### src/rtl/seg_scan_decoder.sv
// Readback decoder for a multiplexed 7-segment display: captures each scanned glyph and publishes 8-digit frames.
// Optional binary pair outputs (bin0/bin1/bin2) are built only when SEG_BIN_OUT_EN is defined.
module seg_scan_decoder #(
  parameter int unsigned STABLE_CYCLES  = 4,
  parameter int unsigned TIMEOUT_CYCLES = 1000000,
  parameter bit          SEL_ACTIVE_LOW = 1'b1,
  parameter bit          SEG_ACTIVE_LOW = 1'b1
) (
  input  logic        clk,
  input  logic        rst,
  input  logic [7:0]  sel,
  input  logic [6:0]  data,
  input  logic        err_clr,
  output logic [31:0] digits,
  output logic        frame_valid,
  output logic        seg_err,
  output logic        sel_err,
  output logic        stalled
`ifdef SEG_BIN_OUT_EN
  ,
  output logic [6:0]  bin0,
  output logic [6:0]  bin1,
  output logic [6:0]  bin2
`endif
);

  localparam int unsigned NPOS = 8;
  localparam int unsigned SEGW = 7;
  localparam int unsigned CW   = 8;
  localparam int unsigned TW   = $clog2(TIMEOUT_CYCLES + 1);

  localparam logic [CW-1:0] STABLE_MAX = CW'(STABLE_CYCLES);
  localparam logic [TW-1:0] TO_MAX     = TW'(TIMEOUT_CYCLES);

  logic [NPOS-1:0] sel_n;
  logic [SEGW-1:0] seg_n;
  logic            sel_none;
  logic            sel_multi;
  logic            sel_valid;
  logic [2:0]      pos;
  logic            same;
  logic [3:0]      glyph_dig;
  logic            glyph_bad;
  logic            capture;
  logic            frame_done;

  logic [NPOS-1:0] prev_sel_q;
  logic [SEGW-1:0] prev_seg_q;
  logic [CW-1:0]   stab_q, stab_d;
  logic [31:0]     shadow_q, shadow_d;
  logic [NPOS-1:0] mask_q, mask_d;
  logic [TW-1:0]   to_q, to_d;

  // Glyph (active-high gfedcba) to digit; blank is 0xF, anything unknown is 0xE.
  function automatic logic [3:0] decode(input logic [6:0] g);
    case (g)
      7'h3F:   decode = 4'h0;
      7'h06:   decode = 4'h1;
      7'h5B:   decode = 4'h2;
      7'h4F:   decode = 4'h3;
      7'h66:   decode = 4'h4;
      7'h6D:   decode = 4'h5;
      7'h7D:   decode = 4'h6;
      7'h07:   decode = 4'h7;
      7'h7F:   decode = 4'h8;
      7'h6F:   decode = 4'h9;
      7'h00:   decode = 4'hF;
      default: decode = 4'hE;
    endcase
  endfunction

`ifdef SEG_BIN_OUT_EN
  function automatic logic [6:0] pair_bin(input logic [3:0] tens, input logic [3:0] ones);
    if (tens > 4'd9 || ones > 4'd9) begin
      return 7'd127;
    end
    return 7'({3'b000, tens} * 7'd10 + {3'b000, ones});
  endfunction
`endif

  // Normalise polarity and classify the select lines.
  always_comb begin
    sel_n     = SEL_ACTIVE_LOW ? ~sel : sel;
    seg_n     = SEG_ACTIVE_LOW ? ~data : data;
    sel_none  = (sel_n == '0);
    sel_multi = ((sel_n & (sel_n - 8'd1)) != '0);
    sel_valid = !sel_none && !sel_multi;
    pos       = 3'd0;
    for (int i = 0; i < NPOS; i++) begin
      if (sel_n[i]) pos = 3'(i);
    end
    same      = (sel_n == prev_sel_q) && (seg_n == prev_seg_q);
    glyph_dig = decode(seg_n);
    glyph_bad = (glyph_dig == 4'hE);
  end

  // Stability counting; capture fires once per dwell when the count first hits STABLE_MAX.
  always_comb begin
    stab_d  = '0;
    capture = 1'b0;
    if (sel_valid) begin
      if (!same) begin
        stab_d = CW'(1);
      end else if (stab_q < STABLE_MAX) begin
        stab_d = stab_q + CW'(1);
      end else begin
        stab_d = stab_q;
      end
      capture = (stab_d == STABLE_MAX) && (!same || stab_q != STABLE_MAX);
    end
  end

  // Shadow/mask update and timeout count.
  always_comb begin
    shadow_d = shadow_q;
    mask_d   = mask_q;
    if (capture) begin
      shadow_d[{pos, 2'b00} +: 4] = glyph_dig;
      mask_d[pos]                 = 1'b1;
    end
    frame_done = (mask_d == '1);
    if (capture) begin
      to_d = '0;
    end else if (to_q == TO_MAX) begin
      to_d = to_q;
    end else begin
      to_d = to_q + TW'(1);
    end
  end

  always_ff @(posedge clk) begin
    if (rst) begin
      prev_sel_q  <= '0;
      prev_seg_q  <= '0;
      stab_q      <= '0;
      shadow_q    <= '0;
      mask_q      <= '0;
      to_q        <= '0;
      digits      <= '0;
      frame_valid <= 1'b0;
      seg_err     <= 1'b0;
      sel_err     <= 1'b0;
      stalled     <= 1'b0;
`ifdef SEG_BIN_OUT_EN
      bin0        <= '0;
      bin1        <= '0;
      bin2        <= '0;
`endif
    end else begin
      prev_sel_q  <= sel_n;
      prev_seg_q  <= seg_n;
      stab_q      <= stab_d;
      shadow_q    <= shadow_d;
      mask_q      <= frame_done ? '0 : mask_d;
      to_q        <= to_d;
      frame_valid <= frame_done;
      // A new error event outranks a simultaneous clear.
      seg_err     <= (capture && glyph_bad) || (seg_err && !err_clr);
      sel_err     <= sel_multi || (sel_err && !err_clr);
      stalled     <= (to_d == TO_MAX);
      if (frame_done) begin
        digits <= shadow_d;
`ifdef SEG_BIN_OUT_EN
        bin0   <= pair_bin(shadow_d[7:4],   shadow_d[3:0]);
        bin1   <= pair_bin(shadow_d[15:12], shadow_d[11:8]);
        bin2   <= pair_bin(shadow_d[23:20], shadow_d[19:16]);
`endif
      end
    end
  end

endmodule
### config.mk
export PLATFORM = sky130hd
export DESIGN_NAME = seg_scan_decoder
export DESIGN_NICKNAME = d
export VERILOG_FILES = /design/src/rtl/seg_scan_decoder.sv
export SDC_FILE = /design/constraint.sdc
export NUM_CORES = 1
export LEC_CHECK = 0
export CAP_MARGIN = 20
export CORE_ASPECT_RATIO = 0.8
export CORE_MARGIN = 3
export CORE_UTILIZATION = 25
export CTS_BUF_LIST = sky130_fd_sc_hd__clkbuf_4 sky130_fd_sc_hd__clkbuf_8 sky130_fd_sc_hd__clkbuf_16
export DETAILED_ROUTE_END_ITERATION = 8
export PLACE_DENSITY = 0.37
export SYNTH_ARGS = -nofsm -noshare
export SYNTH_HDL_FRONTEND = slang
export SYNTH_SLANG_ARGS = --single-unit
export TNS_END_PERCENT = 1
### constraint.sdc
create_clock -name clk -period 7.9 [get_ports clk]
set_input_delay 1.185 -clock clk [delete_from_list [all_inputs] [get_ports clk]]
set_output_delay 1.185 -clock clk [all_outputs]
set_load 0.1 [all_outputs]
==> reports/results.ini <==
[global_routing]
grt_max_degree = 82
grt_use_total_pct = 12.4
grt_pass1_wl_mm = 24.3
grt-ovfl-total = 0
antenna_found_initial = 0
first_global_vias = 4469

[setup_path]
cp_top_family = simple AND/OR/NAND/NOR gates
cp-start-kind = input pin
path_class = input pin to register
cpPeakStageDelay_ns = 1.21
critPathBufInv = 1
slowest_stage = or4_2
cp.arrival_ns = 5.26
critical_path_peak_fanout = 31
worstPathCellList = clkdlybuf4s50_1 -> xnor2_1 -> nor4_4 -> nand4_1 -> nor3_2 -> a32oi_1 -> or4_2 -> mux2_4
crit_path_end_kind = register
required_ns = 8.20

[job]
cap_violations = 0

[timing]
period_minus_slack_ns = 4.96
timing.fmax_mhz = 202
fin_tns_setup_ns = 0
slew_viol_final = 0
setup_viol = 0
period_share_pct = 62.8
worstMarginPinSlew_ns = 1.05
rsz0062_at_grt = no
slew_headroom_pct = 29.1
hold_viol_final = 0
finClkSkew_ns = 0.0130

[worst_hold_path]
min_path_type = register to register

[drt]
antenna_left = 0
drt-total-wl_mm = 15.1
routedWlPerCell_um = 15.5
num_vias = 4489
routed_via_density = 4.59
drtPass1Iterations = 5
drc = 0
drtIter0Drc = 273

[clock_network]
cts-hold-fix-buffers = 0
cts_buffers = 17
cts_resized = 0
cts-root-buf = clkbuf_16
post_cts_buffers = 0
ctsHtreeMaxLevel = 4
cts_tree = built
clkSinkCount = 119
clock_path_buffers = 2
cts.clk_slew.worst_paths_ns = 0.06
insertion_delay_ns = 0.42

[synthesis]
syn-num-nets = 646
syn_area_um2 = 5770
synth_seq_cells = 119
async_reset_ff_share_pct = 0
syn_inst = 622
synth_cell_types = 65
seq_area_frac_synth_pct = 41.3
ys.flop_type = dfxtp_1
avgSynthCellArea_um2 = 9.27
yosysWarningCount = 0
synth_edf_count = 0

[placed_design]
port_buffers = 53
routabilityCongestion = 0.809
placed_area_um2 = 6530
hpwlAfterDp_mm = 10.7

[power_and_ir_drop]
leakage_nw = 2.60
p_int_mw = 1.17
p_switching_mw = 0.338
seqPwrFrac_pct = 40.5
switching_share_pct = 22.4
pwr-share-comb_pct = 5.9
total_power_mw = 1.51
pwr_density_cell_nw_per_um2 = 211
peakVddDrop_v = 0.000108
clockPowerShare_pct = 53.6

[cells_and_area]
diodes = 0
final_nets = 684
area_growth_pct = 23.9
seq_area_um2 = 2380
fillers = 2414
drive_gt1_share_pct = 12.7
fin_area_um2 = 7150
multi_input_area_um2 = 3150

[die]
die_h_um = 142
rows = 49
dieArea_um2 = 24900
die_x_um = 176
initial_core_util_pct = 25.6
ios = 54
coreArea_um2 = 22600

[run_status]
status = finished, final reports clean

-- synth_stat cells (4+ instances only) --
cell	number	area [um^2]
nor2_1	70	263
and2_1	7	43.8
buf_2	7	35.0
nor2b_1	47	294
xor2_1	12	105
dfxtp_1	119	2380
o211ai_1	5	37.5
nor4b_1	4	35.0
nand4_1	12	75.1
a31oi_1	6	37.5
o21a_1	10	75.1
nand2_1	26	97.6
nor3_1	13	65.1
mux2i_1	12	120
a21oi_1	27	135
xnor2_1	28	245
buf_4	4	30.0
nor4_1	18	113
buf_1	4	15.0
or3_1	8	50.1
nand2b_1	4	25.0
o21ai_0	15	75.1
ha_1	6	75.1
mux2_4	30	450
nand3_1	27	135
inv_1	11	41.3
nor3b_1	4	30.0
clkbuf_1	22	82.6
and3_1	4	25.0
-- layer usage --
layer | wire [um] | track usage (%)
met3 | 578 | 3.21
met2 | 6420 | 18.3
met5 | 0 | 0
met1 | 7980 | 17.7
met4 | 166 | 4.08
-- cells in the final DEF (no fill, tap or decap), drive strengths merged, types with 3 or more instances in the layout --
| cell | instances |
|---|---|
| dfxtp | 119 |
| nor2 | 70 |
| clkdlybuf4s50 | 52 |
| nor2b | 47 |
| mux2 | 32 |
| xnor2 | 28 |
| a21oi | 27 |
| nand3 | 27 |
| nand2 | 26 |
| clkbuf | 23 |
| nor4 | 21 |
| o21ai | 17 |
| nor3 | 14 |
| nand4 | 14 |
| xor2 | 12 |
| mux2i | 12 |
| inv | 11 |
| o21a | 10 |
| or3 | 8 |
| and2 | 7 |
| buf | 7 |
| a31oi | 6 |
| ha | 6 |
| o211ai | 5 |
| nand2b | 4 |
| and3 | 4 |
| nor3b | 4 |
| nor4b | 4 |
| o211a | 3 |
| a21boi | 3 |
| and4 | 3 |
| bufinv | 3 |
| or4 | 3 |
-- per-stage QoR --
stage / instances / hold slack [ns] / util, % / setup slack (ns)
global route: 977 / 0.471 / 31.7 / 2.65
floorplan: 622 / 0.431 / - / 3.77
global placement: 947 / 0.444 / 28.9 / 2.65
CTS: 977 / 0.462 / 31.7 / 2.95
finish: 977 / 0.459 / 31.7 / 2.94
detailed placement: 947 / 0.445 / 28.9 / 2.50
-- cell type report --
cell class | instances | area share (%)
clock buffers | 23 | 6.93
multi-input cells | 452 | 44.1
well taps | 306 | 5.36
repair buffers | 59 | 7.98
clock inverters | 7 | 1.66
inverters | 11 | 0.578
flip-flops and latches | 119 | 33.3
-- final timing paths --
| path | slack (ns) | from | cells past startpoint | to |
|---|---|---|---|---|
| setup reg to reg | 3.82 | stab_q[0] | 9 | digits[14] |
| setup / recovery | 2.94 | data[2] | 8 | digits[14] |
| hold reg to reg | 0.46 | stab_q[7] | 1 | stab_q[7] |
| hold / removal | 0.46 | stab_q[7] | 1 | stab_q[7] |
-- registers in the layout, summed over array words and instances, names as in the netlist --
register     cells
digits          32
frame_valid      1
mask_q           8
prev_seg_q       7
prev_sel_q       8
seg_err          1
sel_err          1
shadow_q        32
stab_q           8
stalled          1
to_q            20
-- cell families after synthesis --
| kind of cell | share of synthesized area [%] |
|---|---|
| compound gates | 10.8 |
| xor+xnor | 6.08 |
| fa+ha+maj | 1.30 |
| buf+inv | 4.12 |
| flops | 41.3 |
| mux | 10.3 |
| simple gates | 26.1 |
-- worst register-to-register path, cell delays in order, from the launching register on --
cell	delay [ns]
dfxtp_1	0.37
inv_1	0.09
ha_1	0.31
nor4bb_1	0.27
o211a_1	0.22
nand4_1	0.33
nor3_2	0.48
a32oi_1	0.21
or4_2	1.21
mux2_4	0.50
-- power groups by stage --
stage                     Clock, mW  Combinational [mW]  Sequential [mW]
final                         0.808              0.0896            0.611
after global routing          0.852              0.0990            0.611
after CTS                     0.835              0.0906            0.610
after detailed placement          0              0.0903            0.623
after global placement            0              0.0898            0.623
after floorplan                   0              0.0615            0.624
Note: power is estimated with default switching activity, not from simulation.
